## src/rtl/jogador_automatico_pkg.sv

```systemverilog
// Shared types for the memory-game auto player.
// State codes, result codes and small helpers.
package jogador_automatico_pkg;

  typedef enum logic [3:0] {
    INICIAL        = 4'd0,
    PULSO_JOGAR    = 4'd1,
    ESPERA_LED     = 4'd2,
    GRAVA          = 4'd3,
    ESPERA_APAGAR  = 4'd4,
    REPRODUZ_PRESS = 4'd5,
    REPRODUZ_SOLTA = 4'd6,
    FIM            = 4'd8
  } estado_t;

  localparam logic [1:0] RES_NADA     = 2'b00;
  localparam logic [1:0] RES_GANHOU   = 2'b01;
  localparam logic [1:0] RES_PERDEU   = 2'b10;
  localparam logic [1:0] RES_SEM_FLAG = 2'b11;

  function automatic int max4(int a, int b, int c, int d);
    int m;
    m = a;
    if (b > m) m = b;
    if (c > m) m = c;
    if (d > m) m = d;
    return m;
  endfunction

  function automatic logic one_hot4(logic [3:0] v);
    return (v != 4'b0) && ((v & (v - 4'd1)) == 4'b0);
  endfunction

  function automatic logic [3:0] rotl4(logic [3:0] v);
    return {v[2:0], v[3]};
  endfunction

endpackage

```

## src/rtl/jogador_automatico_if.sv

```systemverilog
// Player <-> game bus: leds/status from the game,
// jogar/botoes back to it.
interface jogador_automatico_if;
  logic [3:0] leds;
  logic       pronto;
  logic       ganhou;
  logic       perdeu;
  logic       jogar;
  logic [3:0] botoes;

  modport master (
    input  leds, pronto, ganhou, perdeu,
    output jogar, botoes
  );

  modport slave (
    output leds, pronto, ganhou, perdeu,
    input  jogar, botoes
  );
endinterface

```

## src/rtl/memoria_jogador.sv

```systemverilog
// Recorded-sequence RAM: synchronous write,
// asynchronous read.
module memoria_jogador #(
  parameter int DEPTH = 16,
  parameter int AW    = $clog2(DEPTH)
) (
  input  logic          clock,
  input  logic          we,
  input  logic [AW-1:0] waddr,
  input  logic [3:0]    wdata,
  input  logic [AW-1:0] raddr,
  output logic [3:0]    rdata
);

  logic [3:0] mem [DEPTH];

  always_ff @(posedge clock) begin
    if (we) mem[waddr] <= wdata;
  end

  assign rdata = mem[raddr];

endmodule

```

## src/rtl/jogador_automatico.sv

```systemverilog
// Automatic player: records each exhibition, replays it.
// Optional JOGADOR_ERRO_EN adds erro_rodada (forced miss).
module jogador_automatico
  import jogador_automatico_pkg::*;
#(
  parameter int HOLD         = 5,
  parameter int GAP          = 5,
  parameter int IDLE_TIMEOUT = 20,
  parameter int JOGAR_CICLOS = 5,
  parameter int DEPTH        = 16
) (
  input  logic        clock,
  input  logic        reset,
  input  logic        iniciar,
`ifdef JOGADOR_ERRO_EN
  input  logic [3:0]  erro_rodada,
`endif
  jogador_automatico_if.master jogo,
  output logic        ocupado,
  output logic [1:0]  resultado,
  output logic        estouro,
  output logic [3:0]  db_estado
);

  localparam int AW = $clog2(DEPTH);
  localparam int PW = AW + 1;
  localparam int CW =
    $clog2(max4(HOLD, GAP, IDLE_TIMEOUT, JOGAR_CICLOS)) + 1;

  estado_t       estado, estado_n;
  logic [CW-1:0] cnt, cnt_n;
  logic [PW-1:0] wr_ptr, wr_n;
  logic [PW-1:0] rd_ptr, rd_n;
  logic [3:0]    led_q, led_n;
  logic [1:0]    res_q, res_n;
  logic          est_q, est_n;
  logic          we;
  logic          jogar_q, jogar_n;
  logic [3:0]    botoes_q, botoes_n;
  logic          ocup_q, ocup_n;
  logic [3:0]    mem_rd, press_val;

  memoria_jogador #(.DEPTH(DEPTH)) u_mem (
    .clock (clock),
    .we    (we),
    .waddr (wr_ptr[AW-1:0]),
    .wdata (led_q),
    .raddr (rd_n[AW-1:0]),
    .rdata (mem_rd)
  );

  always_comb begin
    estado_n = estado;
    cnt_n    = cnt;
    wr_n     = wr_ptr;
    rd_n     = rd_ptr;
    led_n    = led_q;
    res_n    = res_q;
    est_n    = est_q;
    we       = 1'b0;
    unique case (estado)
      INICIAL, FIM: begin
        if (iniciar) begin
          estado_n = PULSO_JOGAR;
          cnt_n    = '0;
          wr_n     = '0;
          rd_n     = '0;
          res_n    = RES_NADA;
          est_n    = 1'b0;
        end
      end
      PULSO_JOGAR: begin
        if (cnt == CW'(JOGAR_CICLOS - 1)) begin
          estado_n = ESPERA_LED;
          cnt_n    = '0;
        end else begin
          cnt_n = cnt + CW'(1);
        end
      end
      ESPERA_LED: begin
        if (one_hot4(jogo.leds)) begin
          led_n    = jogo.leds;
          estado_n = GRAVA;
          cnt_n    = '0;
        end else if (jogo.leds == 4'b0 && wr_ptr != '0) begin
          if (cnt == CW'(IDLE_TIMEOUT - 1)) begin
            estado_n = REPRODUZ_PRESS;
            rd_n     = '0;
            cnt_n    = '0;
          end else begin
            cnt_n = cnt + CW'(1);
          end
        end
      end
      GRAVA: begin
        estado_n = ESPERA_APAGAR;
        // A full RAM drops the pulse and flags it instead
        if (wr_ptr == PW'(DEPTH)) begin
          est_n = 1'b1;
        end else begin
          we   = 1'b1;
          wr_n = wr_ptr + PW'(1);
        end
      end
      ESPERA_APAGAR: begin
        if (jogo.leds == 4'b0) begin
          estado_n = ESPERA_LED;
          cnt_n    = '0;
        end
      end
      REPRODUZ_PRESS: begin
        if (cnt == CW'(HOLD - 1)) begin
          estado_n = REPRODUZ_SOLTA;
          cnt_n    = '0;
        end else begin
          cnt_n = cnt + CW'(1);
        end
      end
      REPRODUZ_SOLTA: begin
        if (cnt == CW'(GAP - 1)) begin
          cnt_n = '0;
          if (rd_ptr + PW'(1) == wr_ptr) begin
            wr_n     = '0;
            estado_n = ESPERA_LED;
          end else begin
            rd_n     = rd_ptr + PW'(1);
            estado_n = REPRODUZ_PRESS;
          end
        end else begin
          cnt_n = cnt + CW'(1);
        end
      end
      default: estado_n = INICIAL;
    endcase
    if (jogo.pronto && estado != INICIAL && estado != FIM) begin
      estado_n = FIM;
      we       = 1'b0;
      if (jogo.perdeu || jogo.ganhou)
        res_n = {jogo.perdeu, jogo.ganhou};
      else
        res_n = RES_SEM_FLAG;
    end
  end

  // Outputs are decoded from the next state so they move with it
  always_comb begin
    press_val = mem_rd;
`ifdef JOGADOR_ERRO_EN
    if (wr_n == PW'(erro_rodada) + PW'(1) &&
        rd_n + PW'(1) == wr_n)
      press_val = rotl4(mem_rd);
`endif
    jogar_n  = (estado_n == PULSO_JOGAR);
    botoes_n = (estado_n == REPRODUZ_PRESS) ? press_val : 4'b0;
    ocup_n   = (estado_n != INICIAL) && (estado_n != FIM);
  end

  always_ff @(posedge clock) begin
    if (reset) begin
      estado   <= INICIAL;
      cnt      <= '0;
      wr_ptr   <= '0;
      rd_ptr   <= '0;
      led_q    <= '0;
      res_q    <= RES_NADA;
      est_q    <= 1'b0;
      jogar_q  <= 1'b0;
      botoes_q <= 4'b0;
      ocup_q   <= 1'b0;
    end else begin
      estado   <= estado_n;
      cnt      <= cnt_n;
      wr_ptr   <= wr_n;
      rd_ptr   <= rd_n;
      led_q    <= led_n;
      res_q    <= res_n;
      est_q    <= est_n;
      jogar_q  <= jogar_n;
      botoes_q <= botoes_n;
      ocup_q   <= ocup_n;
    end
  end

  assign jogo.jogar  = jogar_q;
  assign jogo.botoes = botoes_q;
  assign ocupado     = ocup_q;
  assign resultado   = res_q;
  assign estouro     = est_q;
  assign db_estado   = estado;

endmodule

```

## src/flat_wrapper.sv

```systemverilog
// flat-port wrapper written by rule: the top's interface ports become plain ports
module jogador_automatico_flat import jogador_automatico_pkg::*;
#(
  parameter int HOLD         = 5,
  parameter int GAP          = 5,
  parameter int IDLE_TIMEOUT = 20,
  parameter int JOGAR_CICLOS = 5,
  parameter int DEPTH        = 16
)
  (clock, reset, iniciar, ocupado, resultado, estouro, db_estado, jogo_leds, jogo_pronto, jogo_ganhou, jogo_perdeu, jogo_jogar, jogo_botoes);
  jogador_automatico_if jogo_i ();
  input  logic clock;
  input  logic reset;
  input  logic iniciar;
  output logic ocupado;
  output logic [1:0] resultado;
  output logic estouro;
  output logic [3:0] db_estado;
  input wire logic [$bits(jogo_i.leds)-1:0] jogo_leds;
  input wire logic [$bits(jogo_i.pronto)-1:0] jogo_pronto;
  input wire logic [$bits(jogo_i.ganhou)-1:0] jogo_ganhou;
  input wire logic [$bits(jogo_i.perdeu)-1:0] jogo_perdeu;
  output wire logic [$bits(jogo_i.jogar)-1:0] jogo_jogar;
  output wire logic [$bits(jogo_i.botoes)-1:0] jogo_botoes;
  assign jogo_i.leds = jogo_leds;
  assign jogo_i.pronto = jogo_pronto;
  assign jogo_i.ganhou = jogo_ganhou;
  assign jogo_i.perdeu = jogo_perdeu;
  assign jogo_jogar = jogo_i.jogar;
  assign jogo_botoes = jogo_i.botoes;
  jogador_automatico #(.HOLD(HOLD), .GAP(GAP), .IDLE_TIMEOUT(IDLE_TIMEOUT), .JOGAR_CICLOS(JOGAR_CICLOS), .DEPTH(DEPTH)) u_core (.clock(clock), .reset(reset), .iniciar(iniciar), .jogo(jogo_i), .ocupado(ocupado), .resultado(resultado), .estouro(estouro), .db_estado(db_estado));
endmodule
```

## config.mk

```make
export PLATFORM = sky130hd
export DESIGN_NAME = jogador_automatico_flat
export DESIGN_NICKNAME = d
export VERILOG_FILES = /design/src/rtl/jogador_automatico_pkg.sv /design/src/rtl/jogador_automatico_if.sv /design/src/rtl/memoria_jogador.sv /design/src/rtl/jogador_automatico.sv /design/src/flat_wrapper.sv
export SDC_FILE = /design/constraint.sdc
export NUM_CORES = 1
export LEC_CHECK = 0
export BUFFER_PORTS_ARGS = -buffer_cell sky130_fd_sc_hd__buf_4
export CELL_PAD_IN_SITES_DETAIL_PLACEMENT = 1
export CELL_PAD_IN_SITES_GLOBAL_PLACEMENT = 2
export CORE_ASPECT_RATIO = 0.9
export CORE_MARGIN = 4
export CORE_UTILIZATION = 41
export CTS_CLUSTER_DIAMETER = 120
export CTS_CLUSTER_SIZE = 14
export DETAILED_ROUTE_END_ITERATION = 10
export PLACE_DENSITY = 0.85
export SYNTH_ARGS = -nofsm -noshare
export SYNTH_HDL_FRONTEND = slang
export SYNTH_SLANG_ARGS = --single-unit
```

## constraint.sdc

```tcl
create_clock -name clock -period 3.89 [get_ports clock]
set_input_delay 0.389 -clock clock [delete_from_list [all_inputs] [get_ports clock]]
set_output_delay 0.389 -clock clock [all_outputs]
set_load 0.005 [all_outputs]
```

==> summary by stage <==
Clock tree
The number of buffers inserted by hold repair at cts is 0. Buffers added to address setup during post-CTS repair amount to 0. The TritonCTS clock tree is built.

The worst-skew pair later-pin latency is 0.35 ns. The number of buffers on the longest clock path is 2. The total number of H-tree levels is 3. The root buffer cell is sky130_fd_sc_hd__clkbuf_16. The count of cells resized by post-cts repair is 0. The clock transition at the registers of the reported paths is ~0.070 ns. In this run, CTS created clock tree buffers numbering 9.

The number of clock sinks is a little under 100.

Worst setup path
The worst setup path category is reg2reg. The setup slack on the worst flop-to-flop path is approximately 0.35 ns. The required time of the critical path is 4.11 ns. The maximum fanout along the worst path is 33. The startpoint identified for the worst register-to-register timing path is u_core.wr_ptr[0]. The data arrival at the endpoint of the critical path is 3.75 ns.

Measured in cells, the most critical reg-to-reg path has a length of 11. The end of the worst register-to-register path is u_core.jogo.botoes[1]. The most critical setup path has its endpoint at u_core.jogo.botoes[1]. The most critical setup path has its startpoint at u_core.wr_ptr[0]. STA classifies the critical path startpoint as a register. The endpoint class of the critical path is a register.

Yosys
The number of synthesized register bits is 97. The post-synthesis average cell area is between 10 and 15 um2. The gate count of the mapped netlist is 425. Yosys printed 0 warnings. The sequential cell area fraction in the yosys report is a little under three fifths.

In this run, distinct cell masters in the synthesized netlist total 58. The netlist area before placement is around 0.0046 mm2. The post-synthesis net count is about 440. Of all flip-flops after synthesis, the portion carrying an async set or reset was 0%. The number of enable-type register cells in the synthesized netlist is 64. The most used flip-flop cell after synthesis is sky130_fd_sc_hd__edfxtp_1.

Final layout
0 antenna diodes ended up in the layout. The area of combinational cells with multiple inputs is roughly 0.0018 mm2. Compared with the post-synthesis result, the final layout area differs by 13.6%. Leaving out fill and tap cells, the most frequent cell in the layout is sky130_fd_sc_hd__edfxtp_1.

Counting the fill cells in the layout gives 1,194. Cells fill a little under half of the core in the end. The final layout net count is between 400 and 500. The area occupied by registers is 0.00258 mm2. The library cells used most frequently in the layout, excluding fill and tap cells, are sky130_fd_sc_hd__edfxtp_1 (64), sky130_fd_sc_hd__nand2_1 (47), sky130_fd_sc_hd__nor2_1 (46). The fraction of layout cells with a size suffix above 1 is approximately an eighth.

STA
The remaining max-slew budget at the tightest pin is 45.4%. The maximum frequency from static timing analysis is 283 MHz. For the pin with the worst max-slew slack, the measured transition is 0.806 ns. The ratio of final minimum period to clock period is 90.9%. The sum of negative setup slack is 0 ns. Setup repair after global routing left no endpoint under its margin. Across the routed clock network, the largest skew measured is 0.00646 ns. The clock period could shrink to 3.54 ns.

In the post-route analysis, the smallest setup slack over all paths is 0.353 ns. The number of endpoints failing setup at the final stage is 0. The final hold violation count is 0. The number of max-slew violations in the final report came to 0.

Route
The total via count in the routed design is 3,482. The overall routed net length is 12,200 um. The pre-antenna-repair detailed-routing pass consisted of 5 iterations. The routed via count divided by cell count is 5.77. The detailed-route wire length per cell is 20.3 um. After detailed routing, the number of remaining DRC violations is 0.

The remaining antenna violation count after routing is 0. The starting DRC count in detailed routing is 221.

Power and ir drop
The worst-case vdd ir drop is 291 uV. The clock share of power is 43.0%. Per report_power, the combinational group accounts for 3.9% of the total. The share of power burned in registers is 53.1%. The leakage power figure is 2.00 nW. Cell internal power was estimated by the tool at 1.58 mW. In this run the power density over the cells is approximately 400 mW/mm2.

The switching portion of total power is a little under a quarter. For this design the total switching power over the nets is between 0.4 and 0.5 mW.

Place
The number of I/O port buffers is 22. The congestion estimate from routability-driven global placement came to 0.835. Detailed placement finished with a half-perimeter wire length of 8800 um.

Prior to clock tree synthesis, the placed netlist has a worst setup slack of 0.418 ns.

Global routing
The initial antenna violation count was 0. The global-route total usage across every layer is 20.4%. The residual overflow from global routing is 0. The first-pass GRT wire length is around 20,000 um. The via count of the first global-routing pass came to 3,601. Entering global routing, the biggest net connects 34 pins.

Floorplanning
The die extent in y is approximately 110 um. The initial core utilization is 42.0%. The number of placed I/O pins is 23. The floorplan die width is 119 um. The row count is 36. The total area inside the core boundary comes to 0.0109 mm2. The die outline area is 0.0129 mm2.

Flow run
The count of maximum capacitance violations is 0.

Outcome
The flow ran to the end, and the final reports show no timing, DRC or antenna violations.

Worst hold path
The class of the worst hold path is in2reg. In this run the most critical hold path is launched from jogo_leds[3].
==> critical path: stages (launching register included) <==
cell and delay [ns]:
sky130_fd_sc_hd__dfxtp_1 0.41, sky130_fd_sc_hd__inv_1 0.12, sky130_fd_sc_hd__ha_1 0.21, sky130_fd_sc_hd__or4b_2 0.67, sky130_fd_sc_hd__nand4_1 0.19, sky130_fd_sc_hd__o21a_1 0.30, sky130_fd_sc_hd__o211ai_2 0.25, sky130_fd_sc_hd__and2_4 0.35
sky130_fd_sc_hd__a211o_1 0.37, sky130_fd_sc_hd__and4b_1 0.20, sky130_fd_sc_hd__a31oi_1 0.17, sky130_fd_sc_hd__o221ai_1 0.15
==> state kept, by name, indices dropped and copies added, names as in the netlist, 2 cells and up <==
signal	flops
u_core.resultado	2
u_core.u_mem.mem	64
u_core.jogo.botoes	4
u_core.db_estado	4
u_core.led_q	4
u_core.cnt	6
u_core.rd_ptr	5
u_core.wr_ptr	5
==> stage by stage <==
stage                     hold slack, ns  cell area (um2)  total power, mW  instances
after CTS                          0.293             5170             2.09        603
after global routing               0.316             5170             2.14        603
after floorplan                    0.453             4550             1.17        425
after detailed placement           0.459             4870             1.21        587
final                              0.297             5170             2.07        603
after global placement             0.450             4870             1.20        587
==> how the worst min path moves through the flow <==
stage               cells after the start               to  slack, ns
CTS                                     3  u_core.led_q[3]       0.29
global route                            3  u_core.led_q[3]       0.32
detailed placement                      2   u_core.estouro       0.46
finish                                  3  u_core.led_q[3]       0.30
floorplan                               2   u_core.estouro       0.45
global placement                        2   u_core.estouro       0.45
==> layout make-up <==
class                      instances  area share (%)
clock buffer                       9            4.35
clock inverter                     7            1.57
multi-input combinational        300            35.6
timing repair buffer              29            4.21
tap                              152            3.68
sequential                        97            49.9
inverter                           9           0.653
==> logic make-up after synthesis <==
| group | after synthesis | share of synthesized area (%) |
|---|---|---|
| AO/OA/AOI/OAI | 96 | 14.3 |
| adder cells (fa/ha/maj) | 7 | 1.92 |
| buffers and inverters | 28 | 2.83 |
| multiplexers | 19 | 4.18 |
| XOR/XNOR | 13 | 2.50 |
| flip-flops | 97 | 56.7 |
| AND/OR/NAND/NOR | 165 | 17.6 |
==> synthesized netlist by cell type (all sizes together), types with 3 or more instances <==
library cell / n / share of area, %
a211o: 3 / 0.58
a211oi: 5 / 0.82
a21boi: 6 / 0.99
a21o: 4 / 0.66
a21oi: 26 / 2.9
a222oi: 4 / 0.88
a22oi: 3 / 0.49
a31oi: 8 / 1.1
and2: 3 / 0.47
buf: 8 / 1.2
clkbuf: 11 / 0.91
dfxtp: 33 / 15
edfxtp: 64 / 42
ha: 7 / 1.9
inv: 9 / 0.74
mux2i: 19 / 4.2
nand2: 47 / 3.9
nand2b: 6 / 0.82
nand3: 13 / 1.4
nand4: 4 / 0.55
nor2: 46 / 3.8
nor2b: 8 / 1.1
nor3: 12 / 1.3
nor3b: 3 / 0.49
nor4: 3 / 0.41
o211ai: 4 / 0.77
o21a: 4 / 0.66
o21ai: 13 / 1.4
or2: 3 / 0.41
or3: 7 / 0.96
xnor2: 6 / 1.2
xor2: 7 / 1.3
==> power by group through the flow <==
stage / Clock [mW] / Sequential, mW / Combinational [mW]
2_1_floorplan: 0 / 1.12 / 0.0496
3_3_place_gp: 0 / 1.12 / 0.0794
3_5_place_dp: 0 / 1.12 / 0.0817
4_1_cts: 0.909 / 1.10 / 0.0822
5_1_grt: 0.948 / 1.10 / 0.0907
6_report: 0.890 / 1.10 / 0.0809
==> metal layers <==
| layer | vias up | share of wire [%] | track usage (%) | wire [um] |
|---|---|---|---|---|
| met2 | 88 | 46 | 31.4 | 5580 |
| met5 | - | 0 | 0 | 0 |
| met3 | 17 | 5.1 | 5.54 | 621 |
| met4 | 0 | 1.6 | 6.12 | 199 |
| met1 | 1761 | 48 | 28.3 | 5820 |
| li1 | 1616 | - | - | - |
(Power assumes the default switching activity.)
